## src/rtl/snes_pkg.sv

```systemverilog
`default_nettype none
// +----------------------------------------------------------------------------+
// | snes_pkg                                                                   |
// | Shared state encoding, button indices and width helper for the SNES reader |
// | Revision: 1.0                                                              |
// +----------------------------------------------------------------------------+
package snes_pkg;

  typedef enum logic [1:0] {
    IDLE  = 2'd0,
    LATCH = 2'd1,
    SHIFT = 2'd2,
    DONE  = 2'd3
  } snes_state_e;

  localparam int BTN_B      = 0;
  localparam int BTN_Y      = 1;
  localparam int BTN_SELECT = 2;
  localparam int BTN_START  = 3;
  localparam int BTN_UP     = 4;
  localparam int BTN_DOWN   = 5;
  localparam int BTN_LEFT   = 6;
  localparam int BTN_RIGHT  = 7;
  localparam int BTN_A      = 8;
  localparam int BTN_X      = 9;
  localparam int BTN_L      = 10;
  localparam int BTN_R      = 11;

  localparam int STD_PAD_BITS = 12;

  // Counter width able to hold max_val: $clog2(max_val) + 1.
  function automatic int cnt_w(input int max_val);
    return $clog2(max_val) + 1;
  endfunction

endpackage
`default_nettype wire

```

## src/rtl/snes_tick_gen.sv

```systemverilog
`default_nettype none
// +----------------------------------------------------------------------------+
// | snes_tick_gen                                                              |
// | Half-period tick counter for snes_clk plus the free-running poll timer     |
// | Revision: 1.0                                                              |
// +----------------------------------------------------------------------------+
module snes_tick_gen
  import snes_pkg::*;
#(
  parameter int HALF_PERIOD   = 300,
  parameter int POLL_INTERVAL = 833333
) (
  input  logic clk,
  input  logic reset,
  input  logic restart,
  output logic half_done,
  output logic poll_expire
);

  localparam int HW = cnt_w(HALF_PERIOD - 1);
  localparam logic [HW-1:0] HALF_LAST = HW'(HALF_PERIOD - 1);

  logic [HW-1:0] half_cnt_q, half_cnt_d;

  always_comb begin
    half_done  = (half_cnt_q == HALF_LAST);
    half_cnt_d = half_cnt_q + 1'b1;
    if (restart || half_done) begin
      half_cnt_d = '0;
    end
  end

  always_ff @(posedge clk or negedge reset) begin
    if (!reset) begin
      half_cnt_q <= '0;
    end else begin
      half_cnt_q <= half_cnt_d;
    end
  end

  generate
    if (POLL_INTERVAL > 0) begin : g_poll
      localparam int PW = cnt_w(POLL_INTERVAL - 1);
      localparam logic [PW-1:0] POLL_RELOAD = PW'(POLL_INTERVAL - 1);

      logic [PW-1:0] poll_cnt_q, poll_cnt_d;

      assign poll_expire = (poll_cnt_q == '0);

      always_comb begin
        poll_cnt_d = poll_cnt_q - 1'b1;
        if (poll_expire) begin
          poll_cnt_d = POLL_RELOAD;
        end
      end

      always_ff @(posedge clk or negedge reset) begin
        if (!reset) begin
          poll_cnt_q <= POLL_RELOAD;
        end else begin
          poll_cnt_q <= poll_cnt_d;
        end
      end
    end else begin : g_poll_off
      assign poll_expire = 1'b0;
    end
  endgenerate

endmodule
`default_nettype wire

```

## src/rtl/snes_multi_reader.sv

```systemverilog
`default_nettype none
// +----------------------------------------------------------------------------+
// | snes_multi_reader                                                          |
// | Polls NUM_PADS SNES pads over a shared latch/clock; optional rising-press  |
// | output when SNES_EDGE_DETECT_EN is defined.                                |
// | Revision: 1.0                                                              |
// +----------------------------------------------------------------------------+
module snes_multi_reader
  import snes_pkg::*;
#(
  parameter int NUM_PADS      = 2,
  parameter int NUM_BITS      = 16,
  parameter int HALF_PERIOD   = 300,
  parameter int POLL_INTERVAL = 833333
) (
  input  logic                         clk,
  input  logic                         reset,
  input  logic                         start,
  input  logic [NUM_PADS-1:0]          serial_data,
  output logic                         snes_clk,
  output logic                         data_latch,
  output logic [NUM_PADS*NUM_BITS-1:0] buttons,
  output logic                         frame_valid,
`ifdef SNES_EDGE_DETECT_EN
  output logic [NUM_PADS*NUM_BITS-1:0] buttons_pressed,
`endif
  output logic                         busy
);

  localparam int W  = NUM_PADS * NUM_BITS;
  localparam int IW = cnt_w(NUM_BITS - 1);
  localparam logic [IW-1:0] IDX_LAST = IW'(NUM_BITS - 1);

  snes_state_e   state_q, state_d;
  logic          phase_q, phase_d;  // 0 = snes_clk high half, 1 = low half
  logic [IW-1:0] idx_q, idx_d;
  logic [W-1:0]  shift_q, shift_d;
  logic [W-1:0]  buttons_q, buttons_d;
  logic          fv_q, fv_d;
  logic          snes_clk_q, snes_clk_d;
  logic          latch_q, latch_d;
  logic [NUM_PADS-1:0] sync1_q, sync1_d;
  logic [NUM_PADS-1:0] sync2_q, sync2_d;

  logic half_done;
  logic poll_expire;
  logic busy_w;

  assign busy_w = (state_q == LATCH) || (state_q == SHIFT);

  snes_tick_gen #(
    .HALF_PERIOD   (HALF_PERIOD),
    .POLL_INTERVAL (POLL_INTERVAL)
  ) u_tick_gen (
    .clk         (clk),
    .reset       (reset),
    .restart     (!busy_w),
    .half_done   (half_done),
    .poll_expire (poll_expire)
  );

  always_comb begin
    state_d   = state_q;
    phase_d   = phase_q;
    idx_d     = idx_q;
    shift_d   = shift_q;
    buttons_d = buttons_q;
    fv_d      = 1'b0;
    sync1_d   = serial_data;
    sync2_d   = sync1_q;

    case (state_q)
      IDLE: begin
        if (start || poll_expire) begin
          state_d = LATCH;
          phase_d = 1'b0;
        end
      end
      LATCH: begin
        if (half_done) begin
          if (phase_q) begin
            state_d = SHIFT;
            phase_d = 1'b0;
            idx_d   = '0;
          end else begin
            phase_d = 1'b1;
          end
        end
      end
      SHIFT: begin
        if (half_done) begin
          if (!phase_q) begin
            // Last cycle of the high half: data has been stable a full half period.
            for (int p = 0; p < NUM_PADS; p++) begin
              for (int i = 0; i < NUM_BITS; i++) begin
                if (idx_q == IW'(i)) begin
                  shift_d[p*NUM_BITS + i] = ~sync2_q[p];
                end
              end
            end
            phase_d = 1'b1;
          end else begin
            phase_d = 1'b0;
            if (idx_q == IDX_LAST) begin
              state_d = DONE;
            end else begin
              idx_d = idx_q + 1'b1;
            end
          end
        end
      end
      DONE: begin
        buttons_d = shift_q;
        fv_d      = 1'b1;
        state_d   = IDLE;
      end
      default: begin
        state_d = IDLE;
      end
    endcase

    snes_clk_d = !((state_d == SHIFT) && phase_d);
    latch_d    = (state_d == LATCH);
  end

  always_ff @(posedge clk or negedge reset) begin
    if (!reset) begin
      state_q    <= IDLE;
      phase_q    <= 1'b0;
      idx_q      <= '0;
      shift_q    <= '0;
      buttons_q  <= '0;
      fv_q       <= 1'b0;
      snes_clk_q <= 1'b1;
      latch_q    <= 1'b0;
      sync1_q    <= '1;
      sync2_q    <= '1;
    end else begin
      state_q    <= state_d;
      phase_q    <= phase_d;
      idx_q      <= idx_d;
      shift_q    <= shift_d;
      buttons_q  <= buttons_d;
      fv_q       <= fv_d;
      snes_clk_q <= snes_clk_d;
      latch_q    <= latch_d;
      sync1_q    <= sync1_d;
      sync2_q    <= sync2_d;
    end
  end

`ifdef SNES_EDGE_DETECT_EN
  logic [W-1:0] pressed_q, pressed_d;

  always_comb begin
    pressed_d = '0;
    if (state_q == DONE) begin
      pressed_d = shift_q & ~buttons_q;
    end
  end

  always_ff @(posedge clk or negedge reset) begin
    if (!reset) begin
      pressed_q <= '0;
    end else begin
      pressed_q <= pressed_d;
    end
  end

  assign buttons_pressed = pressed_q;
`endif

  assign snes_clk    = snes_clk_q;
  assign data_latch  = latch_q;
  assign buttons     = buttons_q;
  assign frame_valid = fv_q;
  assign busy        = busy_w;

endmodule
`default_nettype wire

```

## config.mk

```make
export PLATFORM = sky130hd
export DESIGN_NAME = snes_multi_reader
export DESIGN_NICKNAME = d
export VERILOG_FILES = /design/src/rtl/snes_pkg.sv /design/src/rtl/snes_tick_gen.sv /design/src/rtl/snes_multi_reader.sv
export SDC_FILE = /design/constraint.sdc
export NUM_CORES = 1
export LEC_CHECK = 0
export ABC_AREA = 1
export CORE_MARGIN = 2
export CORE_UTILIZATION = 58
export DETAILED_ROUTE_END_ITERATION = 12
export GPL_TIMING_DRIVEN = 1
export PLACE_DENSITY = 0.8
export SLEW_MARGIN = 15
export SYNTH_ARGS = -nofsm -noshare
export SYNTH_HDL_FRONTEND = slang
export SYNTH_HIERARCHICAL = 1
export SYNTH_SLANG_ARGS = --single-unit
```

## constraint.sdc

```tcl
create_clock -name clk -period 2.35 [get_ports clk]
set_clock_uncertainty 0.2 [all_clocks]
set_input_delay 0.47 -clock clk [delete_from_list [all_inputs] [get_ports clk]]
set_output_delay 0.47 -clock clk [all_outputs]
set_load 0.005 [all_outputs]
```

==> impl_metrics.py <==
metrics = {
    "setup_path": {
        "path_class": "flip-flop to flip-flop",
        "worstPathArrival_ns": 2.22,
        "cp-end-kind": "flip-flop",
        "worstPathCellList": "inv_1, nor2_1, nand4_1, nor2_2, ha_1, nand2_4, clkinv_2, nand2_4, nor2_4, nand2_1, nand2_1, o21ai_1",
        "cpMaxStageDelayCell": "dfrtp_1",
        "critPathLaunchType": "flip-flop",
        "worstPathRequired_ns": 2.40,
        "cpPeakStageDelay_ns": 0.41,
        "crit_fanout": 4,
    },
    "synth": {
        "synthFlopType": "dfrtp_1",
        "synth.avg_cell_area_sq_um": 9.78,
        "synth_top_cell_area_share_pct": 46.7,
        "synth.area.top_cells": "dfrtp_1 (47%), nand2_1 (8.5%), dfstp_2 (8.3%), mux2_2 (7.2%), inv_1 (3.8%)",
        "yosysWarnings": 6,
        "syn_inst": 515,
        "yosysSeqAreaShare_pct": 55.1,
        "ys_top_cells_by_count": "nand2_1 (114), dfrtp_1 (94), inv_1 (51), nor2_1 (51), mux2_2 (32)",
        "synth-seq-cells": 110,
        "synth_edf_count": 0,
        "synthDistinctLibCells": 35,
        "syn_nets": 533,
        "yosysTopAreaCell": "dfrtp_1",
        "yosys.cell_count.top_type": "nand2_1",
        "syn_area_sq_mm": 0.00503,
        "synthArstFlopShare_pct": 100,
    },
    "power": {
        "leakage_uw": 0.00285,
        "powerDensity_mw_per_mm2": 541,
        "ir_drop_mv": 0.518,
        "finalPower_uw": 3140,
    },
    "clocking": {
        "cts_made_buffers": 9,
        "h-tree-depth": 3,
        "cts_tree": "yes",
        "clk_latency_ns": 0.37,
        "clk_pin_slew_ns": 0.10,
        "cts-root-buf": "clkbuf_8",
        "cts_buffer_depth": 2,
        "cts.sinks": 110,
    },
    "global_routing": {
        "grt_max_degree": 111,
        "grtUsageTotal_pct": 21.4,
        "grt_overflow": 0,
        "grt_first_pass_wirelength_um": 16400,
        "grt_antenna_before_repair": 0,
        "grt_pass1_vias": 3550,
    },
    "sta": {
        "min_period_ns": 2.17,
        "worst_pin_slew_ns": 0.580,
        "fmax_mhz": 461,
        "grt_setup_unrepaired": "no",
        "tns_ns": 0,
        "setup_viol": 0,
        "relSlewSlack_pct": 61.3,
        "finalHoldViolations": 0,
        "min_period_over_period_pct": 92.4,
        "maxSlewViolCount": 0,
    },
    "finish": {
        "fillers": 626,
        "multiInputGateArea_sq_mm": 0.00200,
        "area_delta_synth_final_pct": 15.4,
        "diodes": 0,
        "final_nets": 582,
        "drive_above_1_share_pct": 19.5,
        "regArea_sq_mm": 0.00277,
    },
    "floorplanning": {
        "die_y_um": 97.2,
        "initial_core_util_pct": 60.7,
        "die_w_um": 97.2,
        "io_pins": 41,
        "core_sq_mm": 0.00830,
        "rows": 33,
        "dieArea_sq_mm": 0.00944,
    },
    "hold_path": {
        "hold_class": "flip-flop to flip-flop",
    },
    "placed_design": {
        "hpwl_um": 6600,
        "portBuffers": 40,
        "gp_congestion": 0.857,
    },
    "routing": {
        "drtIter0Drc": 237,
        "via_per_inst": 5.27,
        "drt_wl_total_um": 9340,
        "wire_per_inst_um": 13.9,
        "drc": 0,
        "first_pass_iters": 5,
        "drtAntennaViolNets": 0,
        "routed-via-count": 3549,
    },
    "run_status": {
        "outcome": "completed",
    },
    "flow_run": {
        "cap_violations": 0,
    },
}
-- worst max-delay path: cells and delay by family, from the launching register on --
family	cells	cell delay, ns
buffers and inverters	2	0.16
DFF	1	0.41
AOI/OAI and AO/OA	1	0.06
and+or+nand+nor	8	1.02
adders and majority gates	1	0.22
-- per-stage QoR --
stage	cell area, sq um	cells	util (%)	setup WS [ns]	hold slack, ns
after floorplan	5030	515	-	0.445	-0.0256
after global placement	5550	654	66.9	0.224	0.147
after detailed placement	5550	654	66.9	0.148	0.148
after CTS	5790	673	69.8	0.0383	0.163
after global routing	5810	674	70.0	0.0115	0.167
final	5810	674	70.0	0.179	0.163
-- cell families (layout without fill, tap and decap cells) --
family | after synthesis | in the layout | synth area share [%]
simple gates | 237 | 237 | 22.4
flops | 110 | 110 | 55.1
buf+inv | 64 | 118 | 5.27
compound gates | 53 | 53 | 5.86
mux | 32 | 32 | 7.16
fa+ha+maj | 13 | 13 | 3.23
xor+xnor | 6 | 6 | 1.04
-- metal layers --
metal,track usage (%),wire length (um),vias to the layer above
li1,-,-,1752
met1,28.8,4390,1717
met2,34.6,4470,65
met3,3.81,314,15
met4,8.78,169,0
met5,0,0,-
-- power by group --
part,internal (uW),switching (uW)
clock,539,646
sequential,1900,9.61
combinational,10.4,36.4
-- timing repair --
action / CTS / global route
endpoints found under the hold margin: 76 / 0
hold buffers: 1 / 0
endpoints found under the setup margin: 1 / 19
gates resized for setup: 0 / 3
buffers inserted: 2 / 1
pin swaps: 0 / 0
-- state kept, by name (all words and copies together), names as in the netlist --
| register | flops |
|---|---|
| u_tick_gen/half_cnt_q | 10 |
| sync1_q | 2 |
| shift_q | 32 |
| idx_q | 5 |
| u_tick_gen/g_poll.poll_cnt_q | 21 |
| buttons | 32 |
| snes_clk | 1 |
| frame_valid | 1 |
| phase_q | 1 |
| data_latch | 1 |
| sync2_q | 2 |
| state_q | 2 |
-- area by class of cell --
cell class / count / share of cell area [%]
clock buffer: 10 / 2.37
clock inverter: 6 / 1.29
inverter: 55 / 3.58
multi-input combinational: 341 / 34.5
sequential: 110 / 47.7
tap: 105 / 2.26
timing repair buffer: 47 / 8.27
-- worst paths after layout --
check	startpoint	endpoint	slack, ns	depth (start not counted)
setup / recovery	u_tick_gen/half_cnt_q[3]	shift_q[0]	0.18	12
hold / removal	sync1_q[0]	sync2_q[0]	0.16	0
setup reg to reg	u_tick_gen/half_cnt_q[3]	shift_q[0]	0.18	12
hold reg to reg	sync1_q[0]	sync2_q[0]	0.16	0
max in group asynchronous	reset	u_tick_gen/g_poll.poll_cnt_q[2]	1.00	3
min in group asynchronous	reset	u_tick_gen/g_poll.poll_cnt_q[16]	0.48	3
-- cells in the final DEF (no fill, tap or decap), types with 10 or more instances in the layout --
| cell type | count |
|---|---|
| dfstp_2 | 16 |
| nand3_1 | 30 |
| inv_1 | 51 |
| clkbuf_8 | 10 |
| mux2_2 | 32 |
| o21ai_0 | 28 |
| o21ai_1 | 14 |
| ha_1 | 13 |
| clkdlybuf4s50_1 | 38 |
| nand2_1 | 114 |
| nor2_2 | 12 |
| nor2_1 | 50 |
| dfrtp_1 | 94 |
(Power assumes the default switching activity.)
